## src/rtl/mdu_issue_ctrl.sv

```systemverilog
// E-stage issue controller for the multiply/divide unit.
// It drives MDU pulses, tracks a shadow busy count, and flags protocol errors.
module mdu_issue_ctrl #(
  parameter int unsigned MULT_LAT = 5,
  parameter int unsigned DIV_LAT  = 10
) (
  input  logic       clk,
  input  logic       reset,
  input  logic       e_valid,
  input  logic [3:0] e_md_op,
  input  logic       e_flush,
  input  logic       d_md_use,
  input  logic       mdu_busy,
  output logic       start,
  output logic [2:0] md_op,
  output logic       mthi,
  output logic       mtlo,
  output logic [1:0] hilo_sel,
  output logic       stall_d,
  output logic [3:0] cnt_q,
  output logic       proto_err
);

  // The shadow counter is 4 bits wide, so both latencies must fit in 1..15.
  if (MULT_LAT == 0 || MULT_LAT > 15 || DIV_LAT == 0 || DIV_LAT > 15) begin : g_lat_range_check
    $error("mdu_issue_ctrl: MULT_LAT and DIV_LAT must be within 1..15");
  end

  localparam logic [2:0] MD_MULT  = 3'd1;
  localparam logic [2:0] MD_MULTU = 3'd2;
  localparam logic [2:0] MD_DIV   = 3'd3;
  localparam logic [2:0] MD_DIVU  = 3'd4;
  localparam logic [3:0] MULT_LAT_C = 4'(MULT_LAT);
  localparam logic [3:0] DIV_LAT_C  = 4'(DIV_LAT);

  logic [3:0] cnt_r;
  logic [3:0] cnt_next_s;
  logic       proto_err_r;
  logic       proto_err_next_s;
  logic       op_arith_s;
  logic       op_mthi_s;
  logic       op_mtlo_s;
  logic       op_mf_s;
  logic [2:0] map_op_s;
  logic [3:0] lat_s;
  logic [1:0] hilo_sel_s;
  logic       busy_s;
  logic       live_s;
  logic       issue_ok_s;
  logic       start_s;
  logic       illegal_s;
  logic       mismatch_s;

  // Decode the E-stage HI/LO op code; codes 9-15 decode as no operation.
  always_comb begin
    op_arith_s = 1'b0;
    op_mthi_s  = 1'b0;
    op_mtlo_s  = 1'b0;
    op_mf_s    = 1'b0;
    map_op_s   = 3'd0;
    lat_s      = 4'd0;
    hilo_sel_s = 2'd0;
    case (e_md_op)
      4'd1: begin op_arith_s = 1'b1; map_op_s = MD_MULT;  lat_s = MULT_LAT_C; end
      4'd2: begin op_arith_s = 1'b1; map_op_s = MD_MULTU; lat_s = MULT_LAT_C; end
      4'd3: begin op_arith_s = 1'b1; map_op_s = MD_DIV;   lat_s = DIV_LAT_C;  end
      4'd4: begin op_arith_s = 1'b1; map_op_s = MD_DIVU;  lat_s = DIV_LAT_C;  end
      4'd5: op_mthi_s = 1'b1;
      4'd6: op_mtlo_s = 1'b1;
      4'd7: begin op_mf_s = 1'b1; hilo_sel_s = 2'd1; end
      4'd8: begin op_mf_s = 1'b1; hilo_sel_s = 2'd2; end
      default: op_arith_s = 1'b0;
    endcase
  end

  // Issue qualification, pulse generation and error detection.
  always_comb begin
    busy_s     = (cnt_r != 4'd0);
    live_s     = e_valid & ~e_flush;
    issue_ok_s = live_s & ~busy_s & ~proto_err_r;
    start_s    = op_arith_s & issue_ok_s;
    // Any HI/LO-class op reaching E while the shadow is busy escaped the D-stage stall.
    illegal_s  = live_s & busy_s & (op_arith_s | op_mthi_s | op_mtlo_s | op_mf_s);
    mismatch_s = (mdu_busy != busy_s);
    if (start_s) begin
      cnt_next_s = lat_s;
    end else if (busy_s) begin
      cnt_next_s = cnt_r - 4'd1;
    end else begin
      cnt_next_s = cnt_r;
    end
    if (illegal_s || mismatch_s) begin
      proto_err_next_s = 1'b1;
    end else begin
      proto_err_next_s = proto_err_r;
    end
  end

  // Shadow occupancy counter and sticky error flag.
  always_ff @(posedge clk or negedge reset) begin
    if (!reset) begin
      cnt_r       <= 4'd0;
      proto_err_r <= 1'b0;
    end else begin
      cnt_r       <= cnt_next_s;
      proto_err_r <= proto_err_next_s;
    end
  end

  // Output drive; the stall also covers the start cycle, before mdu_busy rises.
  always_comb begin
    start     = start_s;
    if (start_s) begin
      md_op = map_op_s;
    end else begin
      md_op = 3'd0;
    end
    mthi      = op_mthi_s & issue_ok_s;
    mtlo      = op_mtlo_s & issue_ok_s;
    hilo_sel  = hilo_sel_s;
    stall_d   = d_md_use & (start_s | busy_s);
    cnt_q     = cnt_r;
    proto_err = proto_err_r;
  end

endmodule

```

## config.mk

```make
export PLATFORM = sky130hd
export DESIGN_NAME = mdu_issue_ctrl
export DESIGN_NICKNAME = d
export VERILOG_FILES = /design/src/rtl/mdu_issue_ctrl.sv
export SDC_FILE = /design/constraint.sdc
export NUM_CORES = 1
export LEC_CHECK = 0
export BUFFER_PORTS_ARGS = -buffer_cell sky130_fd_sc_hd__buf_4
export CORE_AREA = 2 2 39 41
export CTS_CLUSTER_SIZE = 20
export DETAILED_ROUTE_END_ITERATION = 10
export DIE_AREA = 0 0 41 43
export GPL_TIMING_DRIVEN = 0
export PLACE_DENSITY_LB_ADDON = 0.05
export SLEW_MARGIN = 20
export SYNTH_ARGS = -nofsm -noshare
export SYNTH_HDL_FRONTEND = slang
export SYNTH_SLANG_ARGS = --single-unit
```

## constraint.sdc

```tcl
create_clock -name clk -period 2.6 [get_ports clk]
set_clock_uncertainty 0.2 [all_clocks]
set_input_delay 0.65 -clock clk [delete_from_list [all_inputs] [get_ports clk]]
set_output_delay 0.65 -clock clk [all_outputs]
set_load 0.02 [all_outputs]
```

==> summary.md, run 1 <==
| Metric | Value |
|---|---|
| Status | complete, no violations |
| Final hold slack | 0.393 ns |
| Hold Vio Cnt, Final | 0 |
| Clock slew at reported path FFs | 0.05 ns |
| HP Start | proto_err |
| Final nets | 95 |
| I/O pin cnt | 24 |
| Crit share post-route | 97.8% |
| CTS sink count | 5 |
| Vias in the first global route | 435 |
| Reg2Reg Depth | 8 |
| RR Endpoint | cnt_q[1] |
| Rows | 14 |
| Worst slew pin tran | 0.314 ns |
| R2R setup slack | 0.55 ns |
| Initial Utilization | 31.4% |
| Layout cells sized above 1 | 57.8% |
| FF-to-FF Start | cnt_q[1] |
| Core Box Area | 0.00138 mm² |
| GRT Total Usage | 15.9% |
| P&R area growth vs syn | 76.4% |
| Unique masters post-synth | 29 |
| Crit Path Max Fanout | 5 |
| Skew-Pair Late Insertion Delay | 0.25 ns |
| # diodes | 0 |
| Cell area power density | 793 mW/mm² |
| #FFs+latches synth | 5 |
| Final setup fails | 0 |
| Syn_nets | 59 |
| WP buf/inv | 2 |
| Number of H-tree levels | 1 |
| CP Launch Type | register |
| Yosys top cell area share | 28.8% |
| Die Y-Extent | 43 µm |
| HP Class | register to register |
| Arr. time, crit path | 1.69 ns |
| Ys flop type | dfrtp_1 |
| Synth area leaders | dfrtp_1 29%, nor3b_1 8.6%, xnor2_1 6.1% |
| Gr ovfl total | 0 |
| CP delay by family, top | simple AND/OR/NAND/NOR gates |
| Leakage power | 0.000359 µW |
| Maxcap violations | 0 |
| Drt first pass iters | 2 |
| CTS Buffer Depth | 2 |
| Hold path cells | 1 |
| Num CTS Buffers | 3 |
| Post-synth EDFFs | 0 |
| RSZ-0062 raised after global routing | true |
| CTS tree | yes |
| WS Path Type | register to output port |
| Avg Inst Size Synth | 9.05 µm² |
| Largest net degree at the start of global routing | 11 |
| Crit. End Element | output port |
| Routed Antenna Nets | 0 |
| Vias/cell | 4.66 |
| Syn Std Cell Area | 434 µm² |
| YS warnings | 0 |
| Routability cong. | 0.699 |
| Max IR drop VDD | 281 µV |
| Crit path cell chain | inv_2, ha_4, nor3b_4, nand4_1, a21boi_1, buf_4 |
| Critical Path RT | 1.75 ns |
| Fmax | 0.393 GHz |
| Worst Hold Endpoint | proto_err |
| DRT Wirelength | 1150 µm |
| Initial detailed-routing violation count | 2 |
| Wire length per cell | 11.6 µm |
| Area leader, netlist | dfrtp_1 |
| Chip width | 41 µm |
| Drt drc | 0 |
| Final Max Tran Viols | 0 |
| Die ar. | 0.00176 mm² |
| Async set or reset register ratio after synthesis | 100% |
| First-pass GRT wire length | 1860 µm |
| Initial antenna violation count | 0 |
| Post-synthesis sequential area ratio | 28.8% |
| Root Buffer Master | clkbuf_4 |
| Top cells by count, synth | 5 x dfrtp_1, 5 x inv_1, 5 x nor3b_1 |
| Cell count after synthesis | 48 |
| Critical path's largest stage delay | 0.40 ns |
| Period minus WS final | 2.54 ns |
| Dpl hpwl | 752 µm |
| Util after Layout | 55.3% |
| Port buffer count | 21 |
| Critical Path Slowest Stage Cell | dfrtp_1 |
| Routed vias | 461 |
| Slew HR | 79.0% |
-- timing repair --
action,CTS,global route
gates resized for setup,2,7
hold buffers,1,0
hold endpoints to repair,5,0
buffers inserted,7,2
pin swaps,1,5
setup endpoints to repair,7,7
-- state kept, by name (all words and copies together), names as in the netlist --
| name | count |
|---|---|
| cnt_q | 4 |
| proto_err | 1 |
-- worst max-delay path by stage --
stage                from  endpoint  slack, ns  depth (start not counted)
3_5_place_dp   e_md_op[3]   stall_d      -0.06                          5
3_3_place_gp   e_md_op[3]   stall_d      -0.06                          5
2_1_floorplan    cnt_q[0]      mthi      -0.05                          5
4_1_cts          cnt_q[1]     start      0.007                          7
5_1_grt          cnt_q[1]   stall_d      -0.03                          6
6_report         cnt_q[1]   stall_d       0.06                          6
-- cells by family after synthesis --
logic type / count (synthesis) / share of synthesized area [%]
compound gates: 8 / 13.5
xor+xnor: 4 / 8.07
fa+ha+maj: 1 / 2.88
buf+inv: 7 / 6.63
flops: 5 / 28.8
mux: 1 / 2.31
simple gates: 22 / 37.8
-- area by class of cell --
class                           instances  area (µm²)
Buffer                                  2        10.0
Clock buffer                            4        26.3
Fill cell                             134         618
Inverter                                5        18.8
Multi-Input combinational cell         36         327
Sequential cell                         5         125
Tap cell                               16        20.0
Timing Repair Buffer                   31         239
-- layer usage --
layer  global-route usage (%)  up-vias  wire length, µm
met5                        0        -                0
met4                     14.0        0               48
met3                     1.57        5               62
met2                     22.8       19              519
met1                     19.6      196              516
li1                         -      241                -
-- cells in the final DEF (no fill, tap or decap), types with 2 or more instances in the layout --
cell | netlist | routed
clkbuf_4 | 0 | 3
xnor2_1 | 3 | 3
inv_1 | 5 | 3
dfrtp_1 | 5 | 5
buf_2 | 2 | 2
buf_4 | 0 | 29
nor2_1 | 3 | 3
inv_2 | 0 | 2
nor3_1 | 2 | 2
nor3b_2 | 0 | 4
o21ai_0 | 2 | 2
-- power breakdown --
part,total [µW],internal [µW],switching (µW)
clock,92.3,58.2,34.1
sequential,147,111,36.6
combinational,367,203,164
-- worst reg2reg max path, cell delays in order (launching register included) --
cell	delay [ns]
dfrtp_1	0.40
inv_2	0.09
ha_4	0.14
nor3b_4	0.28
nand4_1	0.18
buf_4	0.18
buf_4	0.12
buf_4	0.12
a311oi_1	0.24
-- per-stage QoR --
stage | instances | TNS [ns] | setup slack [ns] | instance area (µm²) | power (µW)
5_1_grt | 99 | -0.0423 | -0.0349 | 766 | 662
2_1_floorplan | 48 | -0.0768 | -0.0469 | 444 | 341
3_5_place_dp | 85 | -0.0857 | -0.0576 | 622 | 431
6_report | 99 | 0 | 0.0580 | 766 | 607
4_1_cts | 97 | 0 | 0.00651 | 724 | 574
3_3_place_gp | 85 | -0.0885 | -0.0617 | 622 | 430
(Power assumes the default switching activity.)
==> inputs of run 2 (changes only) <==
Settings changed: ABC_AREA set to 1.
==> run 2 against run 1 <==
Synthesized cell count is 46% higher. Sequential cell count did not move. Routed wire length down 12%. Critical endpoint unchanged. Global-route usage shrank 1.9 points. Combinational power is 92% lower. Largest cell class unchanged. Register-to-register slack better by 0.51 ns. Non-clock buffer count fell by 9. Design area down 9.8%.
==> summary.md, run 2 <==
| Metric | Value |
|---|---|
| Status | complete, no violations |
| Cell area power density | 282 mW/mm² |
| Max FFs per register | 4 |
| Crit. End Element | output port |
| Syn_nets | 81 |
| HP Class | register to register |
| Reg power frac | 40.2% |
| RR Endpoint | cnt_q[1] |
| Area leader, netlist | dfrtp_1 |
| RSZ-0062 raised after global routing | false |
| HP Start | proto_err |
| Int Power | 151 µW |
| DRT Wirelength | 1010 µm |
| CP delay by family, top | buffers and inverters |
| WP buf/inv | 3 |
| Maxcap violations | 0 |
| Top cells by count, synth | 17 x nand2_1, 15 x inv_1, 9 x nor2_1 |
| Drt first pass iters | 3 |
| #FFs+latches synth | 5 |
| Cell mode on critical path | nand2_1 |
| Dpl hpwl | 865 µm |
| Port buffer count | 23 |
| Syn Std Cell Area | 453 µm² |
| Skew-Pair Late Insertion Delay | 0.23 ns |
| Fmax | 0.406 GHz |
| Routed Antenna Nets | 0 |
| Die Y-Extent | 43 µm |
| Chip width | 41 µm |
| Vias in the first global route | 465 |
| Crit share post-route | 94.6% |
| Placed Instance Area | 646 µm² |
| WS Path Type | input port to output port |
| Final nets | 110 |
| Initial detailed-routing violation count | 4 |
| Synth area leaders | dfrtp_1 28%, nand2_1 14%, inv_1 12% |
| Leakage power | 0.000426 µW |
| Slew HR | 82.3% |
| Most common cell in the netlist | nand2_1 |
| Initial antenna violation count | 0 |
| Routed vias | 498 |
| Number of H-tree levels | 1 |
| Synth Area in Compound Gates | 6.63% |
| GRT Total Usage | 13.9% |
| Wire length per cell | 8.82 µm |
| Period minus WS final | 2.46 ns |
| P&R area growth vs syn | 52.5% |
| Most common cell after layout, fill and taps aside | buf_4 |
| Synth Area in XOR/XNOR | 5.80% |
| First-pass GRT wire length | 1740 µm |
| Post-synthesis sequential area ratio | 27.6% |
| CTS tree | yes |
| CTS Buffer Depth | 2 |
| Rows | 14 |
| Arr. time, crit path | 1.61 ns |
| Ys flop type | dfrtp_1 |
| Die ar. | 0.00176 mm² |
| R2R setup slack | 1.06 ns |
| Hold Vio Cnt, Final | 0 |
| Reg2Reg Depth | 9 |
| Final hold slack | 0.278 ns |
| Mux cell area share after synthesis | 0% |
| Sw frac | 22.6% |
| Hold path cells | 2 |
| Cell count after synthesis | 70 |
| Critical Path RT | 1.75 ns |
| Drt drc | 0 |
| CP Depth | 8 |
| Main combinational cell family by area after synthesis | simple AND/OR/NAND/NOR gates |
| Largest net degree at the start of global routing | 8 |
| CP Launch Type | input port |
| Worst Hold Endpoint | proto_err |
| Post-synth EDFFs | 0 |
| Vias/cell | 4.37 |
| FF-to-FF Start | cnt_q[0] |
| Setup Buffers After CTS | 0 |
| Routability cong. | 0.675 |
| Commonest cells after routing, fill and taps aside | 23 x buf_4, 17 x nand2_1, 14 x inv_1, 9 x nor2_1, 5 x dfrtp_1 |
| Crit Path Max Fanout | 4 |
| Root Buffer Master | clkbuf_4 |
| Layout cells sized above 1 | 34.7% |
| Async set or reset register ratio after synthesis | 100% |
| Critical path's largest stage delay | 0.26 ns |
| YS warnings | 0 |
| Num CTS Buffers | 3 |
| Max IR drop VDD | 81.0 µV |
| Clock network fraction of total power | 44.3% |
| Crit path cell chain | buf_4, inv_1, nand2_1, nand2_1, nand2_1, a21oi_1, nor2_1, buf_4 |
| Unique masters post-synth | 17 |
| I/O pin cnt | 24 |
| Initial Utilization | 32.7% |
| Yosys top cell area share | 27.6% |
| CTS sink count | 5 |
| Post-synthesis simple-gate area fraction | 43.9% |
| Psw | 43.9 µW |
| # diodes | 0 |
| Clock slew at reported path FFs | 0.04 ns |
| Setup TNS | 0 ns |
| Core Box Area | 0.00138 mm² |
| Critical Path Slowest Stage Cell | a21oi_1 |
| Finished Cell Area | 691 µm² |
| Post-Synth Adder-Cell Area | 2.76% |
| Combinational power share | 15.5% |
| Final Max Tran Viols | 0 |
| Gr ovfl total | 0 |
| Worst slew pin tran | 0.266 ns |
| Avg Inst Size Synth | 6.47 µm² |
| Final setup fails | 0 |
==> run 2: worst max path at each step <==
| stage | from | end | slack (ns) |
|---|---|---|---|
| after global routing | cnt_q[0] | mtlo | 0.008 |
| after global placement | e_md_op[0] | stall_d | 0.15 |
| after detailed placement | e_md_op[0] | stall_d | 0.14 |
| final | e_md_op[0] | stall_d | 0.14 |
| after floorplan | cnt_q[0] | mthi | 0.02 |
| after CTS | cnt_q[0] | mthi | 0.05 |
==> run 2: power by group through the flow <==
stage,Clock (µW),Combinational [µW],Sequential [µW]
after global routing,94.8,34.4,78.0
after global placement,0,28.4,79.2
after floorplan,0,12.1,79.3
after CTS,89.6,28.9,78.1
after detailed placement,0,28.8,79.2
final,86.2,30.1,78.2
==> run 2: layout make-up <==
| class | instances | area [µm²] |
|---|---|---|
| repair buffers | 24 | 183 |
| inverters | 16 | 60.1 |
| clock buffers | 4 | 26.3 |
| well taps | 16 | 20.0 |
| fillers | 155 | 693 |
| multi-input cells | 49 | 277 |
| flip-flops and latches | 5 | 125 |
==> run 2: cells by family after synthesis <==
group	count (synthesis)
AOI/OAI and AO/OA	6
and+or+nand+nor	39
xor gates and xnor gates	3
buffers and inverters	16
adders and majority gates	1
DFF	5
==> run 2: through the flow <==
stage               std cells  util, %  power [µW]  worst slack, ns
floorplan                  70        -        91.4           0.0187
CTS                       113     48.6         197           0.0522
finish                    114     49.9         195            0.140
detailed placement        109     46.7         108            0.139
global placement          109     46.7         108            0.146
global route              114     49.9         207          0.00770
==> run 2: layer usage <==
| metal | track usage [%] | part of all wire [%] |
|---|---|---|
| met1 | 16.0 | 42 |
| met5 | 0 | 0 |
| met4 | 8.00 | 0 |
| met3 | 1.57 | 5.7 |
| met2 | 23.1 | 52 |
==> run 2: what timing repair did <==
| item | 4_1_cts | 5_1_grt |
|---|---|---|
| setup endpoints to repair | 0 | 3 |
| hold buffers | 0 | 1 |
| hold endpoints to repair | 0 | 3 |
| resized for setup | 0 | 3 |
==> run 2: worst register-to-register path, delay by kind of cell, from the launching register on <==
family,cells,cell delay [ns]
adder cells (fa/ha/maj),1,0.22
buffers and inverters,2,0.13
flip-flops,1,0.37
AND/OR/NAND/NOR,6,0.52
==> inputs of run 3 (changes only) <==
Settings changed: BUFFER_PORTS_ARGS -buffer_cell sky130_fd_sc_hd__buf_4 to -buffer_cell sky130_fd_sc_hd__buf_2.
==> run 3 against run 2 <==
Hold slack got worse by 0.27 ns. Via count unchanged. Clock power is 6.1% higher. Cell count shrank 0.88%. Count of clock-buffer cells in the layout unchanged. Sequential power hardly changed. Design area is 9.8% lower. Power is 0.12% lower. Global-route usage increased by 0.21 points. Core utilization fell by 4.9 points. Combinational power down 18%. Largest cell class unchanged. Highest routed layer is now met4.
==> summary.md, run 3 (synthesis gave the netlist of run 2 again) <==
| Metric | Value |
|---|---|
| Status | complete, no violations |
| P&R area growth vs syn | 37.6% |
| I/O pin cnt | 24 |
| Routed vias | 498 |
| Period minus WS final | 2.45 ns |
| Die Y-Extent | 43 µm |
| Critical Path RT | 1.75 ns |
| Clock slew at reported path FFs | 0.04 ns |
| Max FFs per register | 4 |
| Number of H-tree levels | 1 |
| Initial antenna violation count | 0 |
| Crit path cell chain | inv_2, ha_2, nand2_4, nor2_8, inv_2, nor4_1, buf_2 |
| Fmax | 0.408 GHz |
| Cell mode on critical path | inv_2 |
| Leakage power | 0.000414 µW |
| DRT Wirelength | 974 µm |
| Routed Antenna Nets | 0 |
| Crit share post-route | 94.4% |
| Placed Instance Area | 588 µm² |
| Vias/cell | 4.41 |
| Wire length per cell | 8.62 µm |
| Final nets | 109 |
| Final setup fails | 0 |
| Gr ovfl total | 0 |
| CTS sink count | 5 |
| Chip width | 41 µm |
| Most common cell after layout, fill and taps aside | buf_2 |
| Final hold slack | 0.00899 ns |
| Arr. time, crit path | 1.60 ns |
| Critical path's largest stage delay | 0.38 ns |
| Die ar. | 0.00176 mm² |
| RSZ-0062 raised after global routing | false |
| Largest net degree at the start of global routing | 8 |
| Drt drc | 0 |
| # diodes | 0 |
| Routability cong. | 0.669 |
| CTS tree | yes |
| Final Max Tran Viols | 0 |
| Cts hold-fix bufs | 0 |
| Cell area power density | 312 mW/mm² |
| HP Class | input port to async pin |
| Critical Path Slowest Stage Cell | dfrtp_1 |
| Initial detailed-routing violation count | 5 |
| Root Buffer Master | clkbuf_4 |
| First-pass GRT wire length | 1700 µm |
| Skew-Pair Late Insertion Delay | 0.24 ns |
| Finished Cell Area | 623 µm² |
| WS Path Type | register to output port |
| Maxcap violations | 0 |
| Setup TNS | 0 ns |
| Initial Utilization | 32.7% |
| Commonest cells after routing, fill and taps aside | 23 x buf_2, 17 x nand2_1, 14 x inv_1, 9 x nor2_1, 5 x dfrtp_1 |
| Max IR drop VDD | 107 µV |
| GRT Total Usage | 14.2% |
| Dpl hpwl | 821 µm |
| Layout cells sized above 1 | 35.1% |
| Worst slew pin tran | 0.252 ns |
| Core Box Area | 0.00138 mm² |
| Slew HR | 83.2% |
| CTS Buffer Depth | 2 |
| Hold Vio Cnt, Final | 0 |
| Port buffer count | 23 |
| Num CTS Buffers | 3 |
| Drt first pass iters | 3 |
| Rows | 14 |
| Vias in the first global route | 462 |
| Crit. End Element | output port |
| CP Launch Type | register |
| Crit Path Max Fanout | 6 |
-- run 3: routing by layer --
| metal | vias to the layer above | global-route usage (%) | wire length (µm) |
|---|---|---|---|
| met3 | 2 | 1.57 | 62 |
| met4 | 0 | 12.0 | 25 |
| met2 | 17 | 22.2 | 454 |
| met1 | 211 | 15.8 | 432 |
| met5 | - | 0 | 0 |
| li1 | 268 | - | - |
-- run 3: final timing paths --
check | start | end | slack [ns] | cells after the start
max | cnt_q[0] | mtlo | 0.15 | 7
min | reset | cnt_q[0] | 0.009 | 1
max reg2reg | cnt_q[0] | cnt_q[1] | 1.07 | 9
min reg2reg | proto_err | proto_err | 0.27 | 2
max in group asynchronous | reset | proto_err | 2.06 | 1
min in group clk | proto_err | proto_err | 0.27 | 2
-- run 3: report_power, final --
group	switching (µW)	leakage (µW)	total [µW]	internal [µW]
logic	15.2	0.000334	24.6	9.43
registers	0	0.0000647	78.1	78.1
clock network	33.4	0.0000150	91.5	58.1
-- run 3: stage by stage --
step	setup WS (ns)	cells	total power [µW]	util, %
final	0.146	113	194	45.0
after global routing	0.0330	113	203	45.0
after CTS	0.0439	113	200	44.4
after detailed placement	0.162	109	104	42.5
after global placement	0.157	109	103	42.5
after floorplan	0.0187	70	91.4	-
-- run 3: area by class of cell --
type	count	area, µm²
Sequential cell	5	125
Timing Repair Buffer	23	115
Tap cell	16	20.0
Inverter	16	60.1
Multi-Input combinational cell	49	277
Fill cell	152	761
Clock buffer	4	26.3
-- run 3: timing repair --
item	in CTS	in global routing
gates resized for setup	0	3
setup endpoints to repair	0	3
buffers inserted	0	0
-- run 3: worst max-delay path, delay by kind of cell, from the launching register on --
family,cells,cell delay (ns)
DFF,1,0.38
adders and majority gates,1,0.22
buffers and inverters,3,0.35
and+or+nand+nor,3,0.41
